==> config.mk <==
export PLATFORM = sky130hd
export DESIGN_NAME = ov5640_frame_capture_flat
export DESIGN_NICKNAME = d
export VERILOG_FILES = /design/src/rtl/ov5640_frame_capture_pkg.sv /design/src/rtl/ov5640_frame_capture_if.sv /design/src/rtl/ov5640_frame_capture_dvp_byte_pack.sv /design/src/rtl/ov5640_frame_capture.sv /design/src/flat_wrapper.sv
export SDC_FILE = /design/constraint.sdc
export NUM_CORES = 1
export LEC_CHECK = 0
export CAP_MARGIN = 40
export CELL_PAD_IN_SITES_DETAIL_PLACEMENT = 1
export CELL_PAD_IN_SITES_GLOBAL_PLACEMENT = 2
export CORE_MARGIN = 2
export CORE_UTILIZATION = 41
export CTS_BUF_LIST = sky130_fd_sc_hd__clkbuf_8
export DETAILED_ROUTE_END_ITERATION = 10
export GPL_TIMING_DRIVEN = 1
export HOLD_SLACK_MARGIN = 0.02
export PLACE_DENSITY_LB_ADDON = 0.1
export SLEW_MARGIN = 20
export SYNTH_ARGS = -nofsm -noshare
export SYNTH_HDL_FRONTEND = slang
export SYNTH_SLANG_ARGS = --single-unit
==> constraint.sdc <==
create_clock -name cam_pclk -period 5.7 [get_ports cam_pclk]
set_clock_uncertainty 0.05 [all_clocks]
set_input_delay 0.57 -clock cam_pclk [delete_from_list [all_inputs] [get_ports cam_pclk]]
set_output_delay 0.57 -clock cam_pclk [all_outputs]
set_load 0.03 [all_outputs]
==> src/rtl/ov5640_frame_capture_pkg.sv <==
// ov5640_frame_capture_pkg
// Shared definitions for the OV5640 capture stage: capture FSM state codes,
// bus widths, and the RGB565 field layout that the VGA readout side also uses.
package ov5640_frame_capture_pkg;

  localparam int BRAM_ADDR_W = 17;
  localparam int PIX_W       = 16;
  localparam int DIM_W       = 9;

  // RGB565 field positions inside a stored pixel word
  localparam int RGB_R_MSB = 15;
  localparam int RGB_R_LSB = 11;
  localparam int RGB_G_MSB = 10;
  localparam int RGB_G_LSB = 5;
  localparam int RGB_B_MSB = 4;
  localparam int RGB_B_LSB = 0;

  // Capture FSM state encoding
  localparam logic [2:0] ST_IDLE    = 3'd0;
  localparam logic [2:0] ST_WAIT_VS = 3'd1;
  localparam logic [2:0] ST_SKIP    = 3'd2;
  localparam logic [2:0] ST_CAPTURE = 3'd3;
  localparam logic [2:0] ST_DONE    = 3'd4;

  // 10-bit increment that sticks at the top value instead of wrapping
  function automatic logic [9:0] sat_inc10(input logic [9:0] v);
    return (v == 10'h3FF) ? v : v + 10'd1;
  endfunction

endpackage

==> src/rtl/ov5640_frame_capture_if.sv <==
// ov5640_frame_capture_if
// Frame BRAM write port driven by the capture stage.
//   cam_bram_waddr : word address (x + y*width)
//   cam_bram_wdata : RGB565 pixel
//   cam_bram_wen   : single-cycle write strobe
// master = capture stage, slave = BRAM / observer.
interface ov5640_frame_capture_if;
  import ov5640_frame_capture_pkg::*;

  logic [BRAM_ADDR_W-1:0] cam_bram_waddr;
  logic [PIX_W-1:0]       cam_bram_wdata;
  logic                   cam_bram_wen;

  modport master (output cam_bram_waddr, output cam_bram_wdata, output cam_bram_wen);
  modport slave  (input  cam_bram_waddr, input  cam_bram_wdata, input  cam_bram_wen);
endinterface

==> src/rtl/ov5640_frame_capture_dvp_byte_pack.sv <==
// dvp_byte_pack
// Registers the raw DVP inputs once, detects href/vsync edges on the
// registered copies and pairs bytes (high first) into RGB565 pixels.
//   clk, rst_n     : camera pixel clock, async active-low reset
//   vsync/href/data: raw DVP inputs
//   enable         : byte pairing only runs while the top is capturing
//   pixel_valid    : high in the cycle the low byte is sampled
//   pixel          : {high, low} for that cycle
//   line_end       : href falling edge
//   frame_edge     : active vsync edge selected by VSYNC_ACT_HIGH
module dvp_byte_pack
  import ov5640_frame_capture_pkg::*;
#(
  parameter int VSYNC_ACT_HIGH = 1
) (
  input  logic             clk,
  input  logic             rst_n,
  input  logic             vsync,
  input  logic             href,
  input  logic [7:0]       data,
  input  logic             enable,
  output logic             pixel_valid,
  output logic [PIX_W-1:0] pixel,
  output logic             line_end,
  output logic             frame_edge
);

  logic       vsync_r, vsync_q, href_r, href_q, phase;
  logic [7:0] data_r, high_byte;

  // phase is 0 when the next byte is a high byte; it is forced back to 0
  // whenever href is low so an odd trailing byte never leaks into the next line
  always_ff @(posedge clk or negedge rst_n) begin
    if (!rst_n) begin
      vsync_r   <= 1'b0;
      vsync_q   <= 1'b0;
      href_r    <= 1'b0;
      href_q    <= 1'b0;
      data_r    <= 8'd0;
      high_byte <= 8'd0;
      phase     <= 1'b0;
    end else begin
      vsync_r <= vsync;
      vsync_q <= vsync_r;
      href_r  <= href;
      href_q  <= href_r;
      data_r  <= data;
      if (!enable || !href_r) begin
        phase <= 1'b0;
      end else begin
        phase <= ~phase;
        if (!phase) high_byte <= data_r;
      end
    end
  end

  assign pixel_valid = enable & href_r & phase;
  assign pixel       = {high_byte, data_r};
  assign line_end    = href_q & ~href_r;
  assign frame_edge  = (VSYNC_ACT_HIGH != 0) ? (vsync_r & ~vsync_q) : (vsync_q & ~vsync_r);

endmodule

==> src/rtl/ov5640_frame_capture.sv <==
// ov5640_frame_capture
// Single-shot OV5640 frame grabber: after a start request it optionally skips
// SKIP_FRAMES frames, then writes one cropped frame into the frame BRAM at
// x + y*width and raises axil_capture_done for the VGA readout.
//   cam_pclk, sys_rst           : pixel clock, async active-low reset
//   cam_vsync/cam_href/cam_data : DVP input
//   axil_capture_start          : one-cycle start request
//   axil_cap_width/height       : crop size, latched on an accepted start
//   axil_capture_busy/done      : status levels
//   bram                        : BRAM write port (master side)
module ov5640_frame_capture
  import ov5640_frame_capture_pkg::*;
#(
  parameter int SKIP_FRAMES    = 0,
  parameter int VSYNC_ACT_HIGH = 1,
  parameter int BRAM_DEPTH     = 131072
) (
  input  logic                 cam_pclk,
  input  logic                 sys_rst,
  input  logic                 cam_vsync,
  input  logic                 cam_href,
  input  logic [7:0]           cam_data,
  input  logic                 axil_capture_start,
  input  logic [DIM_W-1:0]     axil_cap_width,
  input  logic [DIM_W-1:0]     axil_cap_height,
  output logic                 axil_capture_busy,
  output logic                 axil_capture_done,
  ov5640_frame_capture_if.master bram
);

  // one extra address bit so large crops keep counting past the guard
  // instead of wrapping back into valid BRAM space
  localparam logic [BRAM_ADDR_W:0] DEPTH_LIM = (BRAM_ADDR_W + 1)'(BRAM_DEPTH);
  localparam logic [15:0]          SKIP_INIT = 16'(SKIP_FRAMES);

  logic [2:0]             state;
  logic [DIM_W-1:0]       width_q, height_q;
  logic [9:0]             x, y;
  logic [BRAM_ADDR_W:0]   addr;
  logic [15:0]            skip_cnt;
  logic                   pixel_valid, line_end, frame_edge;
  logic [PIX_W-1:0]       pixel;
  logic                   in_window, early_done;

  dvp_byte_pack #(.VSYNC_ACT_HIGH(VSYNC_ACT_HIGH)) u_pack (
    .clk         (cam_pclk),
    .rst_n       (sys_rst),
    .vsync       (cam_vsync),
    .href        (cam_href),
    .data        (cam_data),
    .enable      (state == ST_CAPTURE),
    .pixel_valid (pixel_valid),
    .pixel       (pixel),
    .line_end    (line_end),
    .frame_edge  (frame_edge)
  );

  assign in_window  = (x < {1'b0, width_q}) && (y < {1'b0, height_q});
  // a zero-sized crop never finishes early; it waits for the frame edge
  assign early_done = (width_q != '0) && (height_q != '0) && (y >= {1'b0, height_q});

  // Capture FSM, position counters and the incremental write address.
  // The write port is registered, so wen lands one cycle after the low byte.
  always_ff @(posedge cam_pclk or negedge sys_rst) begin
    if (!sys_rst) begin
      state               <= ST_IDLE;
      width_q             <= '0;
      height_q            <= '0;
      x                   <= '0;
      y                   <= '0;
      addr                <= '0;
      skip_cnt            <= '0;
      axil_capture_busy   <= 1'b0;
      axil_capture_done   <= 1'b0;
      bram.cam_bram_wen   <= 1'b0;
      bram.cam_bram_waddr <= '0;
      bram.cam_bram_wdata <= '0;
    end else begin
      bram.cam_bram_wen <= 1'b0;
      case (state)
        ST_IDLE, ST_DONE: begin
          if (axil_capture_start) begin
            state             <= ST_WAIT_VS;
            width_q           <= axil_cap_width;
            height_q          <= axil_cap_height;
            axil_capture_done <= 1'b0;
            axil_capture_busy <= 1'b1;
          end
        end
        ST_WAIT_VS: begin
          if (frame_edge) begin
            x    <= '0;
            y    <= '0;
            addr <= '0;
            if (SKIP_FRAMES > 0) begin
              state    <= ST_SKIP;
              skip_cnt <= SKIP_INIT;
            end else begin
              state <= ST_CAPTURE;
            end
          end
        end
        ST_SKIP: begin
          if (frame_edge) begin
            skip_cnt <= skip_cnt - 16'd1;
            if (skip_cnt == 16'd1) state <= ST_CAPTURE;
          end
        end
        ST_CAPTURE: begin
          if (pixel_valid) begin
            if (in_window) begin
              if (addr < DEPTH_LIM) begin
                bram.cam_bram_wen   <= 1'b1;
                bram.cam_bram_waddr <= addr[BRAM_ADDR_W-1:0];
                bram.cam_bram_wdata <= pixel;
              end
              addr <= addr + 1'b1;
            end
            x <= sat_inc10(x);
          end else if (line_end) begin
            x <= '0;
            if (x != '0) y <= sat_inc10(y);
          end
          // any write decided above still goes out; only the state moves on
          if (frame_edge || early_done) begin
            state             <= ST_DONE;
            axil_capture_busy <= 1'b0;
            axil_capture_done <= 1'b1;
          end
        end
        default: state <= ST_IDLE;
      endcase
    end
  end

endmodule

==> src/flat_wrapper.sv <==
// flat-port wrapper written by rule: the top's interface ports become plain ports
module ov5640_frame_capture_flat import ov5640_frame_capture_pkg::*;
#(
  parameter int SKIP_FRAMES    = 0,
  parameter int VSYNC_ACT_HIGH = 1,
  parameter int BRAM_DEPTH     = 131072
)
  (cam_pclk, sys_rst, cam_vsync, cam_href, cam_data, axil_capture_start, axil_cap_width, axil_cap_height, axil_capture_busy, axil_capture_done, bram_cam_bram_waddr, bram_cam_bram_wdata, bram_cam_bram_wen);
  ov5640_frame_capture_if bram_i ();
  input  logic cam_pclk;
  input  logic sys_rst;
  input  logic cam_vsync;
  input  logic cam_href;
  input  logic [7:0] cam_data;
  input  logic axil_capture_start;
  input  logic [DIM_W-1:0] axil_cap_width;
  input  logic [DIM_W-1:0] axil_cap_height;
  output logic axil_capture_busy;
  output logic axil_capture_done;
  output wire logic [$bits(bram_i.cam_bram_waddr)-1:0] bram_cam_bram_waddr;
  output wire logic [$bits(bram_i.cam_bram_wdata)-1:0] bram_cam_bram_wdata;
  output wire logic [$bits(bram_i.cam_bram_wen)-1:0] bram_cam_bram_wen;
  assign bram_cam_bram_waddr = bram_i.cam_bram_waddr;
  assign bram_cam_bram_wdata = bram_i.cam_bram_wdata;
  assign bram_cam_bram_wen = bram_i.cam_bram_wen;
  ov5640_frame_capture #(.SKIP_FRAMES(SKIP_FRAMES), .VSYNC_ACT_HIGH(VSYNC_ACT_HIGH), .BRAM_DEPTH(BRAM_DEPTH)) u_core (.cam_pclk(cam_pclk), .sys_rst(sys_rst), .cam_vsync(cam_vsync), .cam_href(cam_href), .cam_data(cam_data), .axil_capture_start(axil_capture_start), .axil_cap_width(axil_cap_width), .axil_cap_height(axil_cap_height), .axil_capture_busy(axil_capture_busy), .axil_capture_done(axil_capture_done), .bram(bram_i));
endmodule
==> results.ini <==
[outcome]
outcome = complete, no violations

[synth]
synth_edf_count = 0
synth_async_sr_flop_share = 1.00
yosys-top-cells-count = dfrtp_1 (132), nand2_1 (45), o21ai_0 (44)
synth_area_sq_mm = 0.00604
synth_top_cell_by_area = dfrtp_1
ys_ff_latch = 132
synth_top_area_frac = 0.547
yosys_warnings = 0
synthTopCellsByArea = dfrtp_1 (55%), mux2_1 (6.2%), ha_1 (4.8%)
syn_nets = 601
ys_types = 53
ys.flop_type = dfrtp_1
synth.most_common_cell = dfrtp_1
post_synth.cell_area_avg_sq_um = 11.0
synth.yosys.seq_area_share = 0.547
syn_inst = 547

[power_and_ir_drop]
power_uw = 3080
power_density_mw_per_mm2 = 417
ir_drop_mv = 0.294
leakagePower_uw = 0.00329

[floorplanning]
ios = 67
coreArea_sq_mm = 0.0145
die_x_microns = 125
rows = 44
initial_utilization = 0.417
fp.dieH_microns = 125
dieArea_sq_mm = 0.0157

[global_routing]
grt_usage = 0.195
grt_pass1_vias = 4894
grt_pass1_wl_mm = 24.7
overflow = 0
antenna_found_initial = 0
grt_max_degree = 61

[final_layout]
final_area_sq_mm = 0.00739
syn2layout_area_growth_pct = 22.4
diodes = 0
final_nets = 680
fillCellCount = 1560
drive_above_1_share = 0.0986

[detailed_routing]
drc = 0
avgRoutedWirePerCell_microns = 17.2
vias_per_cell = 5.38
first_pass_iters = 4
route.antenna.remaining_nets = 0
vias = 4424
wirelength_mm = 14.2
drt_first_iter_violations = 173

[placement]
gp_congestion = 0.776
place_hpwl_mm = 10.2
dp_slack_ns = 2.89
portBuffers = 66
place_area_sq_mm = 0.00693

[timing]
finalSetupTns_ns = 0
slew_headroom = 0.472
rsz0062_at_grt = no
hold_viol = 0
final-setup-viol-count = 0
fin_crit_ns = 2.82
finalCritPeriodShare = 0.495
tightestPinTransition_ns = 0.788
fin_ws_ns = 2.88
fmax_ghz = 0.354
slew_viol_final = 0

[cts]
cts_buffer_depth = 2
cts.sink_count = 132
htree_levels = 4
clkSlewWorstSetupHoldPaths_ns = 0.08
numCtsBuffers = 17
ctsRootBufferMaster = clkbuf_8
cts_tree = yes
clk_latency_ns = 0.45
cts.repair.resized = 0

[critical_path]
crit_type = flop to flop
cp-start-kind = flop
end_kind = flop
slowest_stage = dfrtp_1
worstPathArrival_ns = 3.09
slowest_delay_ns = 0.43
path_buf_inv = 1
cp_max_fo = 24
ff2ff_setup_slack_ns = 2.88
crit_family = compound AO/OA/AOI/OAI gates
cp_data_required_time_ns = 5.97
crit_chain = ha_1 -> a21oi_1 -> o21ai_0 -> o21ai_1 -> nand3_2 -> nor2_4 -> buf_12 -> mux2_1

[flow_run]
drv_cap = 0

[hold_path]
hp-class = flop to flop

==> final timing paths <==
path | startpoint | endpoint | cells after the start
setup / recovery | u_core.y[5]$_DFFE_PN0P_ | u_core.bram.cam_bram_waddr[15]$_DFFE_PN0P_ | 8
max in group asynchronous | sys_rst | u_core.skip_cnt[10]$_DFFE_PN0P_ | 5
hold / removal | u_core.u_pack.vsync_r$_DFF_PN0_ | u_core.u_pack.vsync_q$_DFF_PN0_ | 0
min in group asynchronous | sys_rst | u_core.height_q[3]$_DFFE_PN0P_ | 2
setup reg to reg | u_core.y[5]$_DFFE_PN0P_ | u_core.bram.cam_bram_waddr[15]$_DFFE_PN0P_ | 8
hold reg to reg | u_core.u_pack.vsync_r$_DFF_PN0_ | u_core.u_pack.vsync_q$_DFF_PN0_ | 0
==> per-layer routing <==
layer,part of all wire,vias to the layer above,GRT usage
met5,0,-,0
met4,0.018,0,0.0595
met3,0.026,16,0.0488
met2,0.50,46,0.332
met1,0.46,2270,0.248
li1,-,2092,-
==> worst register-to-register path, delay by kind of cell (launching register included) <==
kind / cells / cell delay (ns)
buf+inv: 1 / 0.24
compound gates: 3 / 0.74
simple gates: 2 / 0.53
flops: 1 / 0.43
mux: 1 / 0.37
fa+ha+maj: 1 / 0.36
==> cell type report <==
type,instances,area (sq um),area share
Timing Repair Buffer,74,766,0.104
Clock buffer,19,262,0.0354
Tap cell,184,230,0.0311
Multi-Input combinational cell,375,2570,0.348
Clock inverter,13,161,0.0218
Sequential cell,132,3300,0.447
Inverter,26,97.6,0.0132
==> state kept, by name, summed over array words and instances, names as in the netlist, 3 cells and up <==
| register | cells |
|---|---|
| u_core.width_q | 9 |
| u_core.bram.cam_bram_waddr | 17 |
| u_core.height_q | 9 |
| u_core.y | 10 |
| u_core.skip_cnt | 16 |
| u_core.bram.cam_bram_wdata | 16 |
| u_core.state | 3 |
| u_core.u_pack.data_r | 8 |
| u_core.x | 10 |
| u_core.u_pack.high_byte | 8 |
| u_core.addr | 18 |
==> per-stage QoR <==
stage,hold WS [ns],utilization,cells
final,0.386,0.510,823
after global placement,0.362,0.476,787
after detailed placement,0.365,0.479,789
after CTS,0.389,0.509,822
after floorplan,0.224,-,547
after global routing,0.415,0.510,823
==> where the power goes <==
| group | switching, uW | internal [uW] | total, uW | leakage [uW] |
|---|---|---|---|---|
| clock network | 412 | 428 | 840 | 0.000217 |
| registers | 179 | 1170 | 1350 | 0.00172 |
| logic | 511 | 386 | 897 | 0.00135 |
==> cell usage in the layout, fill, tap and decap left out, drive strengths merged, types with 3 or more instances in the layout <==
| cell type | count |
|---|---|
| nor3b | 4 |
| buf | 8 |
| xor2 | 11 |
| o21ai | 47 |
| clkinv | 3 |
| nand3 | 29 |
| nand4 | 9 |
| mux2 | 44 |
| or3 | 15 |
| clkbuf | 19 |
| or4 | 5 |
| clkdlybuf4s50 | 65 |
| ha | 23 |
| a21oi | 32 |
| xnor2 | 15 |
| nor3 | 16 |
| inv | 34 |
| nor2 | 30 |
| nand2 | 45 |
| nand2b | 5 |
| nor2b | 3 |
| nor4 | 5 |
| and4 | 4 |
| and3 | 4 |
| nand3b | 3 |
| dfrtp | 132 |
==> cells by family after synthesis <==
family / Yosys count / share of synthesized area
multiplexers: 44 / 0.0821
adder cells (fa/ha/maj): 23 / 0.0477
AO/OA/AOI/OAI: 92 / 0.0843
AND/OR/NAND/NOR: 190 / 0.173
buffers and inverters: 40 / 0.0280
flip-flops: 132 / 0.547
XOR/XNOR: 26 / 0.0377
==> timing repair <==
action,in CTS,in global routing
hold endpoints to repair,31,0
setup buffers,0,0
hold buffers,1,0
Power figures use the tool's default switching activity.
